==> src/rtl/fp_sqrt_issue_pkg.sv <==
// Shared types, constants and helpers for the fp_sqrt issue stage.
// - DATA_WIDTH        : IEEE-754 single-precision operand/result width
// - fp_issue_state_t  : issue FSM state encoding
// - FP32_QNAN/POS_INF : canonical special results
// - fp32_is_special() : true when sqrt(x) is fixed without iteration
// - fp32_special_result() : the fixed result for such operands
package fp_sqrt_issue_pkg;

  localparam int DATA_WIDTH = 32;

  localparam logic [31:0] FP32_QNAN    = 32'h7FC0_0000;
  localparam logic [31:0] FP32_POS_INF = 32'h7F80_0000;

  typedef enum logic [1:0] {
    IDLE   = 2'd0,
    LAUNCH = 2'd1,
    WAIT   = 2'd2
  } fp_issue_state_t;

  // Zero of either sign, anything negative, Inf or NaN. Positive
  // denormals are not special: they still need the iterative unit.
  function automatic logic fp32_is_special(input logic [31:0] x);
    logic is_zero;
    logic exp_ones;
    is_zero  = (x[30:0] == 31'd0);
    exp_ones = &x[30:23];
    return is_zero || x[31] || exp_ones;
  endfunction

  // sqrt(+-0) keeps its sign, sqrt(+Inf) = +Inf, everything else that is
  // special (NaN, -Inf, negative non-zero) becomes the canonical quiet NaN.
  function automatic logic [31:0] fp32_special_result(input logic [31:0] x);
    if (x[30:0] == 31'd0) begin
      return x;
    end
    if (!x[31] && (&x[30:23]) && (x[22:0] == 23'd0)) begin
      return FP32_POS_INF;
    end
    return FP32_QNAN;
  endfunction

endpackage

==> src/rtl/fp_sqrt_issue_if.sv <==
// Request/response bus between FPU dispatch and the sqrt issue stage.
// - req_valid/req_ready/req_operand/req_tag : tagged request, valid/ready
// - rsp_valid/rsp_ready/rsp_data/rsp_tag    : tagged result, valid/ready
// master = dispatch side, slave = issue stage.
interface fp_sqrt_issue_if #(
  parameter int TAG_W = 8
);
  import fp_sqrt_issue_pkg::*;

  logic                  req_valid;
  logic                  req_ready;
  logic [DATA_WIDTH-1:0] req_operand;
  logic [TAG_W-1:0]      req_tag;

  logic                  rsp_valid;
  logic                  rsp_ready;
  logic [DATA_WIDTH-1:0] rsp_data;
  logic [TAG_W-1:0]      rsp_tag;

  modport master (
    output req_valid, req_operand, req_tag, rsp_ready,
    input  req_ready, rsp_valid, rsp_data, rsp_tag
  );

  modport slave (
    input  req_valid, req_operand, req_tag, rsp_ready,
    output req_ready, rsp_valid, rsp_data, rsp_tag
  );

endinterface

==> src/rtl/fp_sqrt_issue_fifo.sv <==
// In-order request FIFO for the sqrt issue stage.
// - clk, rst      : clock, synchronous active-high reset
// - flush         : empty the FIFO this cycle
// - push/push_data: write one entry (caller guarantees not full)
// - pop           : remove the head (caller guarantees not empty)
// - pop_data      : registered copy of the entry removed by the last pop
// - occupancy     : entry count, full/empty decoded from it
module fp_issue_fifo #(
  parameter int DEPTH = 4,
  parameter int WIDTH = 40
) (
  input  logic                     clk,
  input  logic                     rst,
  input  logic                     flush,
  input  logic                     push,
  input  logic [WIDTH-1:0]         push_data,
  input  logic                     pop,
  output logic [WIDTH-1:0]         pop_data,
  output logic [$clog2(DEPTH):0]   occupancy,
  output logic                     full,
  output logic                     empty
);

  localparam int PTR_W = $clog2(DEPTH);
  localparam int OCC_W = PTR_W + 1;

  logic [WIDTH-1:0] mem [DEPTH];
  logic [PTR_W-1:0] wr_ptr_reg;
  logic [PTR_W-1:0] rd_ptr_reg;
  logic [OCC_W-1:0] count_reg;
  logic [WIDTH-1:0] pop_data_reg;

  // Storage has no reset so it maps onto RAM.
  always_ff @(posedge clk) begin
    if (push) begin
      mem[wr_ptr_reg] <= push_data;
    end
  end

  // Pointers are power-of-two sized and wrap on their own.
  always_ff @(posedge clk) begin
    if (rst || flush) begin
      wr_ptr_reg <= '0;
      rd_ptr_reg <= '0;
      count_reg  <= '0;
    end else begin
      if (push) begin
        wr_ptr_reg <= wr_ptr_reg + 1'b1;
      end
      if (pop) begin
        rd_ptr_reg <= rd_ptr_reg + 1'b1;
      end
      case ({push, pop})
        2'b10:   count_reg <= count_reg + 1'b1;
        2'b01:   count_reg <= count_reg - 1'b1;
        default: count_reg <= count_reg;
      endcase
    end
  end

  // Registered read: the popped entry is available the cycle after pop.
  always_ff @(posedge clk) begin
    if (rst) begin
      pop_data_reg <= '0;
    end else if (pop) begin
      pop_data_reg <= mem[rd_ptr_reg];
    end
  end

  assign pop_data  = pop_data_reg;
  assign occupancy = count_reg;
  assign full      = (count_reg == OCC_W'(DEPTH));
  assign empty     = (count_reg == '0);

endmodule

==> src/rtl/fp_sqrt_issue.sv <==
// Issue stage in front of the multi-cycle, non-stallable fp_sqrt unit.
// Buffers tagged requests, launches one operation at a time with a
// single-cycle sqrt_start, and returns results through a backpressured
// response register. A launch only happens when that register is free,
// so an fp_sqrt result always has somewhere to go.
// Ports:
// - clk, rst      : clock, synchronous active-high reset
// - bus (slave)   : request and response handshakes, see fp_sqrt_issue_if
// - sqrt_start    : one-cycle launch pulse to fp_sqrt
// - sqrt_operand  : operand, stable from launch until sqrt_valid
// - sqrt_result/sqrt_valid/sqrt_busy : fp_sqrt result, strobe, busy
// - flush         : drop queued work, the held response and any in-flight op
// - occupancy     : request FIFO entry count
// Build option: OPENGPU_SQRT_FASTPATH_EN answers zero/negative/Inf/NaN
// operands locally instead of sending them to fp_sqrt.
module fp_sqrt_issue
  import fp_sqrt_issue_pkg::*;
#(
  parameter int DEPTH = 4,
  parameter int TAG_W = 8
) (
  input  logic                   clk,
  input  logic                   rst,
  fp_sqrt_issue_if.slave         bus,
  output logic                   sqrt_start,
  output logic [DATA_WIDTH-1:0]  sqrt_operand,
  input  logic [DATA_WIDTH-1:0]  sqrt_result,
  input  logic                   sqrt_valid,
  input  logic                   sqrt_busy,
  input  logic                   flush,
  output logic [$clog2(DEPTH):0] occupancy
);

  localparam int ENTRY_W = DATA_WIDTH + TAG_W;

  fp_issue_state_t state_reg, state_next;
  logic                  drop_reg, drop_next;
  logic [DATA_WIDTH-1:0] inflight_operand_reg, inflight_operand_next;
  logic [TAG_W-1:0]      inflight_tag_reg, inflight_tag_next;
  logic                  rsp_valid_reg, rsp_valid_next;
  logic [DATA_WIDTH-1:0] rsp_data_reg, rsp_data_next;
  logic [TAG_W-1:0]      rsp_tag_reg, rsp_tag_next;

  logic                  fifo_push;
  logic                  fifo_pop;
  logic                  fifo_full;
  logic                  fifo_empty;
  logic [ENTRY_W-1:0]    fifo_head;
  logic [DATA_WIDTH-1:0] head_operand;
  logic [TAG_W-1:0]      head_tag;

  logic                  rsp_free;
  logic                  rsp_load;
  logic [DATA_WIDTH-1:0] load_data;
  logic [TAG_W-1:0]      load_tag;
  logic                  fast_hit;
  logic [DATA_WIDTH-1:0] fast_result;

  assign bus.req_ready = !fifo_full && !flush;
  assign fifo_push     = bus.req_valid && bus.req_ready;

  fp_issue_fifo #(
    .DEPTH (DEPTH),
    .WIDTH (ENTRY_W)
  ) u_fifo (
    .clk       (clk),
    .rst       (rst),
    .flush     (flush),
    .push      (fifo_push),
    .push_data ({bus.req_operand, bus.req_tag}),
    .pop       (fifo_pop),
    .pop_data  (fifo_head),
    .occupancy (occupancy),
    .full      (fifo_full),
    .empty     (fifo_empty)
  );

  assign {head_operand, head_tag} = fifo_head;

`ifdef OPENGPU_SQRT_FASTPATH_EN
  assign fast_hit    = fp32_is_special(head_operand);
  assign fast_result = fp32_special_result(head_operand);
`else
  assign fast_hit    = 1'b0;
  assign fast_result = '0;
`endif

  // Free after this cycle's handshake, so a launch can overlap the
  // consumption of the previous response.
  assign rsp_free = !rsp_valid_reg || bus.rsp_ready;

  always_ff @(posedge clk) begin
    if (rst) begin
      state_reg            <= IDLE;
      drop_reg             <= 1'b0;
      inflight_operand_reg <= '0;
      inflight_tag_reg     <= '0;
      rsp_valid_reg        <= 1'b0;
      rsp_data_reg         <= '0;
      rsp_tag_reg          <= '0;
    end else begin
      state_reg            <= state_next;
      drop_reg             <= drop_next;
      inflight_operand_reg <= inflight_operand_next;
      inflight_tag_reg     <= inflight_tag_next;
      rsp_valid_reg        <= rsp_valid_next;
      rsp_data_reg         <= rsp_data_next;
      rsp_tag_reg          <= rsp_tag_next;
    end
  end

  always_comb begin
    state_next            = state_reg;
    drop_next             = drop_reg;
    inflight_operand_next = inflight_operand_reg;
    inflight_tag_next     = inflight_tag_reg;
    fifo_pop              = 1'b0;
    sqrt_start            = 1'b0;
    rsp_load              = 1'b0;
    load_data             = sqrt_result;
    load_tag              = inflight_tag_reg;

    case (state_reg)
      IDLE: begin
        // The head is popped on the way into LAUNCH so the registered
        // FIFO read delivers it during LAUNCH.
        if (!fifo_empty && rsp_free && !sqrt_busy && !flush) begin
          fifo_pop   = 1'b1;
          state_next = LAUNCH;
        end
      end
      LAUNCH: begin
        if (flush) begin
          // The popped head belongs to the discarded queue.
          state_next = IDLE;
        end else if (fast_hit) begin
          rsp_load   = 1'b1;
          load_data  = fast_result;
          load_tag   = head_tag;
          state_next = IDLE;
        end else begin
          sqrt_start            = 1'b1;
          inflight_operand_next = head_operand;
          inflight_tag_next     = head_tag;
          state_next            = WAIT;
        end
      end
      WAIT: begin
        if (sqrt_valid) begin
          // A flush arriving with the result discards it as well.
          rsp_load   = !drop_reg && !flush;
          drop_next  = 1'b0;
          state_next = IDLE;
        end else if (flush) begin
          drop_next = 1'b1;
        end
      end
      default: begin
        state_next = IDLE;
      end
    endcase
  end

  always_comb begin
    rsp_valid_next = rsp_valid_reg;
    rsp_data_next  = rsp_data_reg;
    rsp_tag_next   = rsp_tag_reg;
    if (rsp_valid_reg && bus.rsp_ready) begin
      rsp_valid_next = 1'b0;
    end
    if (rsp_load) begin
      rsp_valid_next = 1'b1;
      rsp_data_next  = load_data;
      rsp_tag_next   = load_tag;
    end
    if (flush) begin
      rsp_valid_next = 1'b0;
    end
  end

  // During LAUNCH the operand comes straight from the FIFO read register;
  // afterwards the latched copy keeps it stable until the result returns.
  assign sqrt_operand = (state_reg == LAUNCH) ? head_operand : inflight_operand_reg;

  assign bus.rsp_valid = rsp_valid_reg;
  assign bus.rsp_data  = rsp_data_reg;
  assign bus.rsp_tag   = rsp_tag_reg;

endmodule

==> src/flat_wrapper.sv <==
// flat-port wrapper written by rule: the top's interface ports become plain ports
module fp_sqrt_issue_flat import fp_sqrt_issue_pkg::*;
#(
  parameter int DEPTH = 4,
  parameter int TAG_W = 8
)
  (clk, rst, sqrt_start, sqrt_operand, sqrt_result, sqrt_valid, sqrt_busy, flush, occupancy, bus_req_valid, bus_req_operand, bus_req_tag, bus_rsp_ready, bus_req_ready, bus_rsp_valid, bus_rsp_data, bus_rsp_tag);
  fp_sqrt_issue_if #(.TAG_W(TAG_W)) bus_i ();
  input  logic clk;
  input  logic rst;
  output logic sqrt_start;
  output logic [DATA_WIDTH-1:0] sqrt_operand;
  input  logic [DATA_WIDTH-1:0] sqrt_result;
  input  logic sqrt_valid;
  input  logic sqrt_busy;
  input  logic flush;
  output logic [$clog2(DEPTH):0] occupancy;
  input wire logic [$bits(bus_i.req_valid)-1:0] bus_req_valid;
  input wire logic [$bits(bus_i.req_operand)-1:0] bus_req_operand;
  input wire logic [$bits(bus_i.req_tag)-1:0] bus_req_tag;
  input wire logic [$bits(bus_i.rsp_ready)-1:0] bus_rsp_ready;
  output wire logic [$bits(bus_i.req_ready)-1:0] bus_req_ready;
  output wire logic [$bits(bus_i.rsp_valid)-1:0] bus_rsp_valid;
  output wire logic [$bits(bus_i.rsp_data)-1:0] bus_rsp_data;
  output wire logic [$bits(bus_i.rsp_tag)-1:0] bus_rsp_tag;
  assign bus_i.req_valid = bus_req_valid;
  assign bus_i.req_operand = bus_req_operand;
  assign bus_i.req_tag = bus_req_tag;
  assign bus_i.rsp_ready = bus_rsp_ready;
  assign bus_req_ready = bus_i.req_ready;
  assign bus_rsp_valid = bus_i.rsp_valid;
  assign bus_rsp_data = bus_i.rsp_data;
  assign bus_rsp_tag = bus_i.rsp_tag;
  fp_sqrt_issue #(.DEPTH(DEPTH), .TAG_W(TAG_W)) u_core (.clk(clk), .rst(rst), .bus(bus_i), .sqrt_start(sqrt_start), .sqrt_operand(sqrt_operand), .sqrt_result(sqrt_result), .sqrt_valid(sqrt_valid), .sqrt_busy(sqrt_busy), .flush(flush), .occupancy(occupancy));
endmodule
==> config.mk <==
export PLATFORM = sky130hd
export DESIGN_NAME = fp_sqrt_issue_flat
export DESIGN_NICKNAME = d
export VERILOG_FILES = /design/src/rtl/fp_sqrt_issue_pkg.sv /design/src/rtl/fp_sqrt_issue_if.sv /design/src/rtl/fp_sqrt_issue_fifo.sv /design/src/rtl/fp_sqrt_issue.sv /design/src/flat_wrapper.sv
export SDC_FILE = /design/constraint.sdc
export NUM_CORES = 1
export LEC_CHECK = 0
export CAP_MARGIN = 20
export CORE_ASPECT_RATIO = 1.4
export CORE_MARGIN = 5
export CORE_UTILIZATION = 30
export DETAILED_ROUTE_END_ITERATION = 6
export GPL_ROUTABILITY_DRIVEN = 0
export SLEW_MARGIN = 20
export SYNTH_ARGS = -nofsm -noshare
export SYNTH_HDL_FRONTEND = slang
export SYNTH_SLANG_ARGS = --single-unit
==> constraint.sdc <==
create_clock -name clk -period 3.01 [get_ports clk]
set_clock_uncertainty 0.2 [all_clocks]
set_input_delay 0.602 -clock clk [delete_from_list [all_inputs] [get_ports clk]]
set_output_delay 0.602 -clock clk [all_outputs]
set_load 0.02 [all_outputs]
After elaboration in Yosys (flattened, before gate mapping):

Memory sizes are Yosys's and may differ from the RTL's. A register that Yosys moved wholly into a read port is not among the register bits.
Cells that the tools add are included.
W data, S select, Z words.

* bitwise gates (word level): 1
* multiplexer cells: 18
* equality and inequality tests: 7
* add/sub/neg operators: 4
* reduce and logical (&&, ||, !) cells: 24

Operator list (count)
* $mux W32: 1
* $mux W1: 12
* $logic_and A1 B1 Y1: 7
* $logic_not A1 Y1: 6
* $mux W2: 3
* $pmux W2 S3: 1
* $pmux W3 S2: 1
* $reduce_and A2 Y1: 3
* $reduce_bool A2 Y1: 3
* $add A2 B1 Y2 const B: 2
* $eq A2 B1 Y1 const B: 2
* $eq A2 B2 Y1 const B: 2
* $add A3 B1 Y3 const B: 1
* $eq A3 B3 Y1 const B: 1
* $logic_not A3 Y1: 1
* $sub A3 B1 Y3 const B: 1
* $logic_not A2 Y1: 1
* $logic_or A1 B1 Y1: 2
* $ne A2 B1 Y1 const B: 1
* $ne A2 B2 Y1 const B: 1
* $reduce_or A2 Y1: 1
* $not A1 Y1: 1

* output and inout bits: 78
* word-level logic and storage cells: 65
* memories kept: 1
* register bits: 91
* input port bits: 79
* memory bits (writable): 160

Memories
* u_core.u_fifo.mem: depth 4, width 40, read ports 1, clocked after memory_dff 1, wr ports 1, line fp_sqrt_issue_fifo.sv:27 `logic [WIDTH-1:0] mem [DEPTH];`

Depth between registers and ports, before layout:

Gate-level depths: netlist of the first run.

* depth after elaboration: 9
* gate-level depth with buffers: 10
* gate-level depth less buffers: 9

By module:

Synthesis of the first run repeated with hierarchy kept, for this count alone.

* cells, all modules: 746
* area total of the unflattened synthesis: 11419.7 µm²

Modules (own cells, without submodules)
* fp_issue_fifo: instances 1, area an instance 7624.8 µm², cells each 384, seq. area each 5745.5 µm²
* fp_sqrt_issue: instances 1, area an instance 3794.9 µm², cells each 362, seq. area each 1681.6 µm²

Least setup slack after synthesis of the first run:

OpenSTA, ideal clock, no wires.

* path type: in2reg
* from: input port flush
* to: memory u_core.u_fifo.mem[1][0] (enable)
* arrival time: 2.152 ns
* stages on the path: 3
* setup slack: 0.257 ns
* path buffers: 1
* path through: clkbuf_1 -> a211oi_2 -> and2_1

* longest elaborated chain between the ends: 5

RTL lines
* start: declaration: line flat_wrapper.sv:16 `input logic flush;`
* $logic_not A1 Y1: line fp_sqrt_issue.sv:59 `assign bus.req_ready = !fifo_full && !flush;`
* $logic_and A1 B1 Y1: line fp_sqrt_issue.sv:59
* $logic_and A1 B1 Y1: line fp_sqrt_issue.sv:60 `assign fifo_push = bus.req_valid && bus.req_ready;`
* $mux W1: line fp_sqrt_issue_fifo.sv:35 `if (push) begin`
* $mux W1 (implied by the code): line fp_sqrt_issue_fifo.sv:36 `mem[wr_ptr_reg] <= push_data;`
* end: declaration: line fp_sqrt_issue_fifo.sv:27

No other way between the ends.

Final worst setup path of the first run:

* from: register u_core.state_reg[0]
* to: output port sqrt_operand[6]

* longest elaborated chain between the ends: 2

RTL lines
* start: declaration: line fp_sqrt_issue.sv:36 `fp_issue_state_t state_reg, state_next;`
* start signal: assignment: line fp_sqrt_issue.sv:102 `state_reg <= state_next;`
* $eq A2 B1 Y1: line fp_sqrt_issue.sv:183 `assign sqrt_operand = (state_reg == LAUNCH) ? head_operand : inflight_operand_reg;`
* $mux W32: line fp_sqrt_issue.sv:183
* end: declaration: line flat_wrapper.sv:12 `output logic [DATA_WIDTH-1:0] sqrt_operand;`

No other way between the ends.

==> results list, run 1 <==
- The die covers 41100 um^2.
* Reg clk slew, reported paths: 0.06 ns
- Final Routed Wirelength: 26080 um
- Longest Clk Path Bufs: 3
- The multi-input combinational cells in the finished layout cover a total of 3376 um^2.
* Number of antenna violations at the first check in global routing: 2
* Critical path data required time: 2.21 ns
- Fill cell instance count of the final layout: 3430
- The die is 172.8 um wide.
- Startpoint of the most critical hold path: u_core.inflight_operand_reg[29]
- The number of cells on the worst reg-to-reg path is 9.
- Count of max-cap constraint violations: 0
- Core area: 36660 um^2
- Remaining global-route overflow: 0
* Yosys Warn Count: 0
- Crit path launch type: flip-flop
- Die extent in y: 237.9 um
- Entering global routing, the biggest net connects 55 pins.
- Clock sink total: 291
* Total count of hold-check failures in the final report: 0
- STA puts the critical path data arrival time at 2.02 ns.
* Starting density of the core: 30.36%
- Number of slew-limit violations in the final report: 0
- WP buf/inv: 2
- Leading cell types in the layout, fill and taps excluded: 160 x sky130_fd_sc_hd__edfxtp_1, 129 x sky130_fd_sc_hd__dfxtp_1, 121 x sky130_fd_sc_hd__clkdlybuf4s50_1
- For this run, design rule violations remaining after detail routing come to 0.
- The detail route stage leaves a number of antenna-violating nets equal to 0.
- The number of global-route vias before repair is 6937.
- Setup total negative slack on the finished layout was measured at 0 ns.
- Share of final-layout standard cells stronger than drive strength 1: 15.86%
- Counting tap cells, the placed design contains a total of 1390 instances.
* CTS tree: done
* Quantity of I/O buffers inserted on ports: 156
* Latest clock arrival within the worst-skew pair: 0.56 ns
* Static leakage power: 0.005043 uW
* Number of synthesized register bits: 291
- Walking the worst path, the cells encountered are nor2b_4, buf_12, mux2_2, dlygate4sd2_1.
- Biggest fanout along the worst timing path: 21
- Area taken by flip-flops and latches: 7432 um^2
- I/O Pins: 157
* Setup repair after global routing missed its margin: false
* Part of the Yosys area used for sequential elements: 66.74%
* Slowest library cell on the worst path: sky130_fd_sc_hd__mux2_2
- For this run, the number of standard cells in the final layout without fillers is 1444.
- Class of the tightest hold or removal check: flip-flop to flip-flop
* Area Overhead vs Synth: 28.10%
- Syn_nets: 887
* Cell count of the worst hold path: 2
* Final cycle utilization of the critical path: 93.70%
- Drt initial violations: 320
- The library cell used most frequently in the layout, excluding fill and tap cells, is sky130_fd_sc_hd__edfxtp_1.
- Post-layout net count: 1040
* Ant diodes: 0
- Cell at the root of the clock tree: sky130_fd_sc_hd__clkbuf_16
- Grouping stages by cell kind, the critical path spends the most delay in buffers and inverters.
- The worst setup path is of the flip-flop to output pin kind.
- In this run the cell area of the synthesized design comes to 11130 um^2.
- Highest cell delay on the worst timing path: 0.35 ns
- Source of the worst register-to-register timing path: u_core.u_fifo.occupancy[0]
* Cts hold-fix bufs: 0
- Setup violations remaining at the end of the flow were counted as 0.
- Post-Synthesis Mean Instance Area: 13.88 um^2
- The detailed router placed 6706 vias in this run.
- First-pass iteration count of the detailed router: 4
- Via-per-instance ratio: 4.644
- The setup check on the worst reg-to-reg path leaves a slack of 0.69 ns.
- Counting every instance in the synthesized netlist gives 802.
- After detailed routing, the average wire length per cell comes to 18.06 um.
- In this run the tightest slew margin relative to its limit is 62.74%.
- The first global-routing pass estimated 40640 um of wire.
- Highest attainable clock frequency: 354.6 MHz
* Post-DP HPWL: 17130 um
- P per Cell Area: 571.2 nW/um^2
* Crit end category: output pin
- Status: complete, no violations
- Worst-margin pin slew: 0.5588 ns
- Number of different library cells in the post-synthesis netlist: 32
- All-Layer GR Usage: 12.38%
- Largest register FFs: 160
* Critical register-to-register path endpoint: u_core.u_fifo.occupancy[2]
* Cell row count: 83
- For hold timing, the worst endpoint is u_core.inflight_operand_reg[29].
* Largest vdd supply drop: 0.3490 mV
* Fin crit period: 2.820 ns
- In this run the number of H-tree levels came out at 1.
- Measured on the finished design, the core utilization comes to 38.89%.
* Clock buffer count from CTS: 28
==> metrics by stage <==
| step | hold slack (ns) | instance area [um^2] | setup WS [ns] | total power, uW |
|---|---|---|---|---|
| floorplan | 0.2284 | 11130 | 0.2570 | 4461 |
| finish | 0.2504 | 14250 | 0.1897 | 8142 |
| detailed placement | 0.2439 | 13330 | 0.05164 | 4651 |
| global placement | 0.2390 | 13330 | 0.06909 | 4644 |
| CTS | 0.2395 | 14250 | 0.02968 | 8265 |
| global route | 0.2525 | 14250 | 0.06709 | 8464 |
==> per-layer routing <==
layer	vias to the layer above	GRT usage, %	part of all wire (%)
li1	3224	-	-
met1	3281	14.91	41
met2	159	22.25	52
met3	38	2.710	5.2
met4	4	3.670	2.1
met5	-	0	0.13
==> cells in the mapped netlist <==
| cell | count | share of area [%] |
|---|---|---|
| sky130_fd_sc_hd__nand3b_1 | 40 | 2.7 |
| sky130_fd_sc_hd__inv_1 | 9 | 0.30 |
| sky130_fd_sc_hd__edfxtp_1 | 160 | 43 |
| sky130_fd_sc_hd__nand4_2 | 1 | 0.11 |
| sky130_fd_sc_hd__or2_2 | 1 | 0.056 |
| sky130_fd_sc_hd__and4_1 | 1 | 0.079 |
| sky130_fd_sc_hd__dfxtp_1 | 131 | 24 |
| sky130_fd_sc_hd__fa_1 | 1 | 0.18 |
| sky130_fd_sc_hd__inv_2 | 1 | 0.034 |
| sky130_fd_sc_hd__ha_1 | 5 | 0.56 |
| sky130_fd_sc_hd__buf_2 | 22 | 0.99 |
| sky130_fd_sc_hd__clkbuf_1 | 27 | 0.91 |
| sky130_fd_sc_hd__o21ai_0 | 35 | 1.6 |
| sky130_fd_sc_hd__a21oi_1 | 87 | 3.9 |
| sky130_fd_sc_hd__xor2_1 | 2 | 0.16 |
| sky130_fd_sc_hd__buf_4 | 5 | 0.34 |
| sky130_fd_sc_hd__or3_1 | 3 | 0.17 |
| sky130_fd_sc_hd__nor2_1 | 51 | 1.7 |
| sky130_fd_sc_hd__nor2b_1 | 2 | 0.11 |
| sky130_fd_sc_hd__nand3_1 | 1 | 0.045 |
| sky130_fd_sc_hd__buf_6 | 5 | 0.51 |
| sky130_fd_sc_hd__and2_1 | 4 | 0.22 |
| sky130_fd_sc_hd__xnor2_1 | 2 | 0.16 |
| sky130_fd_sc_hd__mux2i_1 | 41 | 3.7 |
| sky130_fd_sc_hd__nand2_1 | 80 | 2.7 |
| sky130_fd_sc_hd__mux2_2 | 32 | 3.2 |
| sky130_fd_sc_hd__a211oi_2 | 1 | 0.11 |
| sky130_fd_sc_hd__a211oi_1 | 1 | 0.067 |
| sky130_fd_sc_hd__buf_1 | 1 | 0.034 |
| sky130_fd_sc_hd__o21ai_1 | 7 | 0.31 |
| sky130_fd_sc_hd__nand2b_1 | 3 | 0.17 |
| sky130_fd_sc_hd__mux4_2 | 40 | 8.1 |
==> cell families after synthesis <==
family          synth area share (%)
simple gates                   8.084
xor+xnor                      0.3149
compound gates                 5.982
buf+inv                        3.114
mux                            15.02
fa+ha+maj                     0.7421
flops                          66.74
==> where the power goes <==
part           internal (uW)  switching (uW)  total, uW
sequential              4230            15.0       4240
combinational            163             153        316
clock                   2120            1470       3580
total                   6510            1640       8140
==> worst reg2reg max path, stage by stage, from the launching register on <==
cell and delay, ns:
sky130_fd_sc_hd__dfxtp_1 0.42, sky130_fd_sc_hd__or3_1 0.18, sky130_fd_sc_hd__nand4_2 0.11, sky130_fd_sc_hd__nor2_1 0.11, sky130_fd_sc_hd__ha_1 0.18, sky130_fd_sc_hd__inv_1 0.06
sky130_fd_sc_hd__fa_1 0.38, sky130_fd_sc_hd__xor2_1 0.16, sky130_fd_sc_hd__or3_1 0.30, sky130_fd_sc_hd__a21oi_1 0.15
==> area by class of cell <==
class                   count  area share [%]
flip-flops and latches    291           52.14
multi-input cells         441           23.68
repair buffers            183           13.20
clock buffers              39           5.345
well taps                 467           4.099
clock inverters            13           1.273
inverters                  10          0.2633
==> how the worst max path moves through the flow <==
stage,cells past startpoint,to,slack [ns],startpoint
CTS,5,sqrt_start,0.03,u_core.state_reg[0]
finish,4,sqrt_operand[6],0.19,u_core.state_reg[0]
detailed placement,10,u_core.u_fifo.occupancy[2],0.05,bus_rsp_ready
global placement,10,u_core.u_fifo.occupancy[2],0.07,bus_rsp_ready
floorplan,3,u_core.u_fifo.mem[1][0],0.26,flush
global route,4,sqrt_operand[30],0.07,u_core.state_reg[0]
==> repair_timing <==
action                     in CTS  in global routing
setup endpoints to repair      33                  1
resized for setup              32                  1
setup buffers                   2                  0
Note: power is estimated with default switching activity, not from simulation.
==> run 2: changes to the inputs <==
CORE_UTILIZATION = 54   (was 30)
CTS_CLUSTER_SIZE = 28   (was not set)
PLACE_DENSITY = 0.79   (was not set)
==> run 2 against run 1 <==
Compared with the run above: sequential power is essentially flat; design area down 2.3%; wire length decreased by 13%; via count shrank 0.33%; register-to-register slack gained 0.03 ns; combinational power is 4% lower; sequential share of layout area grew 1.3 points; die area shrank 43%; flip-flop and latch count did not move; core utilization increased by 29 points; first-iteration DRC count rose by 4.1%; largest power group unchanged.
==> results list, run 2 (same netlist as run 1, synthesis figures left out) <==
* Cell at the root of the clock tree: sky130_fd_sc_hd__clkbuf_16
- Data on the critical path arrives at its endpoint at 2.07 ns.
* Die span in x: 131.3 um
* Latest clock arrival within the worst-skew pair: 0.52 ns
* Worst-margin pin slew: 0.6573 ns
- Static timing analysis puts the maximum clock frequency at 348.2 MHz.
- Across the VDD grid, the largest voltage drop is 0.5901 mV.
- Summed over all layers, the routed wires come to 22800 um.
* First-pass iteration count of the detailed router: 4
- Routed met1 length: 9178 um
- Starting density of the core: 54.54%
* Number of slew-limit violations in the final report: 0
* Static leakage power: 0.005003 uW
* Clock sink total: 291
* Most common cell after layout, fill and taps aside: sky130_fd_sc_hd__edfxtp_1
- Remaining global-route overflow: 0
* Area Overhead vs Synth: 25.10%
- Buffers placed on the I/O ports in this run total 156.
- After floorplanning, the core was divided into 62 placement rows.
- Detailed routing placed a total of 1324 um of wire on met3.
- Count of max-cap constraint violations: 0
- In the routed layout, each cell is associated on average with a via count of 5.456.
- After layout, the worst path uses 95.41% of the clock period.
* DRT antenna net count: 0
* Status: complete, no violations
- STA classifies the critical path endpoint as an output pin.
- Reg clk slew, reported paths: 0.06 ns
- The number of global-route vias before repair is 6893.
- Cell Chain, Critical Path: nor2b_4, buf_12, nand2b_2, inv_2, clkdlybuf4s50_1
- Post-DP HPWL: 14070 um
- The register with the most flip-flops in the layout has 160 of them.
- Drt initial violations: 333
* Ant diodes: 0
* I/O Pins: 157
- The number of cells on the worst reg-to-reg path is 9.
- Prior to clock tree synthesis, the placed netlist has a worst setup slack of 0.009834 ns.
- At the end of the flow, the number of nets in the layout was 1033.
* Worst path setup slack after routing: 0.1383 ns
- Top routing layer in use: met5
* Number of antenna violations at the first check in global routing: 1
* H-tree level count: 1
- Final TNS setup: 0 ns
- Wire length per cell after detailed routing: 18.61 um
- Area used by multi-input combinational logic: 3376 um^2
- For this run, the total global-route usage over all layers was measured as 18.78%.
* Fin crit period: 2.872 ns
- Measured against its own limit, the worst slew margin works out to 56.18%.
- Slowest library cell on the worst path: sky130_fd_sc_hd__clkdlybuf4s50_1
- Wire length on met2: 11940 um
- Vias: 6684
- Core area: 20400 um^2
- Fill cell instance count of the final layout: 1453
* Critical path class: flip-flop to output pin
- P per Cell Area: 584.2 nW/um^2
- The count of final hold-check violations came to 0.
* Placed Cells: 1175
- Setup violations, final: 0
* Leading cell types in the layout, fill and taps excluded: 160 x sky130_fd_sc_hd__edfxtp_1, 129 x sky130_fd_sc_hd__dfxtp_1, 122 x sky130_fd_sc_hd__clkdlybuf4s50_1
- Crit path launch type: flip-flop
- TritonCTS built the clock tree.
* Setup repair after global routing missed its margin: false
- The die is 179.9 um tall.
- At the worst endpoint, the required time is 2.21 ns.
- Biggest fanout along the worst timing path: 33
* Number of cells in the finished layout apart from fillers: 1225
- Cell count of the worst hold path: 2
- DRC: 0
- Overall die area: 23620 um^2
- Entering global routing, the biggest net connects 55 pins.
- Highest cell delay on the worst timing path: 0.60 ns
* First-pass GRT wire length: 36490 um
* Worst hold-check slack: 0.2496 ns
* Share of final-layout standard cells stronger than drive strength 1: 15.48%
- Area taken by flip-flops and latches: 7432 um^2
- TritonCTS created 27 clock buffers.
* Class of the tightest hold or removal check: flip-flop to flip-flop
* Longest Clk Path Bufs: 3
[run 2: per-layer routing]
layer	vias up	GRT usage [%]
li1	3212	-
met1	3249	22.97
met2	189	34.36
met3	32	3.412
met4	2	4.529
met5	-	0
[run 2: final cells by class]
cell class / count / area share, %
clock buffers: 41 / 5.842
flip-flops and latches: 291 / 53.39
clock inverters: 9 / 1.043
multi-input cells: 441 / 24.25
well taps: 256 / 2.301
repair buffers: 177 / 12.91
inverters: 10 / 0.2696
[run 2: through the flow]
stage / area, um^2 / power, uW / util (%)
after floorplan: 11130 / 4461 / -
after global placement: 13000 / 4627 / 63.73
after detailed placement: 13000 / 4636 / 63.73
after CTS: 13920 / 8222 / 68.23
after global routing: 13920 / 8400 / 68.23
final: 13920 / 8133 / 68.23
[run 2: final timing paths]
check | endpoint | start | slack, ns
worst max-delay path | sqrt_start | u_core.state_reg[0] | 0.14
worst min-delay path | u_core.inflight_tag_reg[7] | u_core.u_fifo.pop_data[7] | 0.25
worst max register to register | u_core.u_fifo.occupancy[2] | u_core.u_fifo.occupancy[2] | 0.72
worst min register to register | u_core.inflight_tag_reg[7] | u_core.u_fifo.pop_data[7] | 0.25
[run 2: timing repair]
item | in CTS | in global routing
endpoints found under the setup margin | 32 | 0
hold buffers | 0 | 0
endpoints found under the hold margin | 0 | 0
setup buffers | 0 | 0
resized for setup | 32 | 0
[run 2: report_power, final]
part	internal, uW	switching (uW)
combinational	160	145
clock	2200	1380
sequential	4230	15.3
[run 2: worst max-delay path: cells and delay by family (launching register included)]
kind	cells	cell delay, ns
flops	1	0.35
simple gates	2	0.27
buf+inv	3	0.93
==> run 3: changes to the inputs <==
CAP_MARGIN = not set   (was 20)
==> results of run 3 <==
No change in the layout: final DEF, timing and power equal those of run 2.
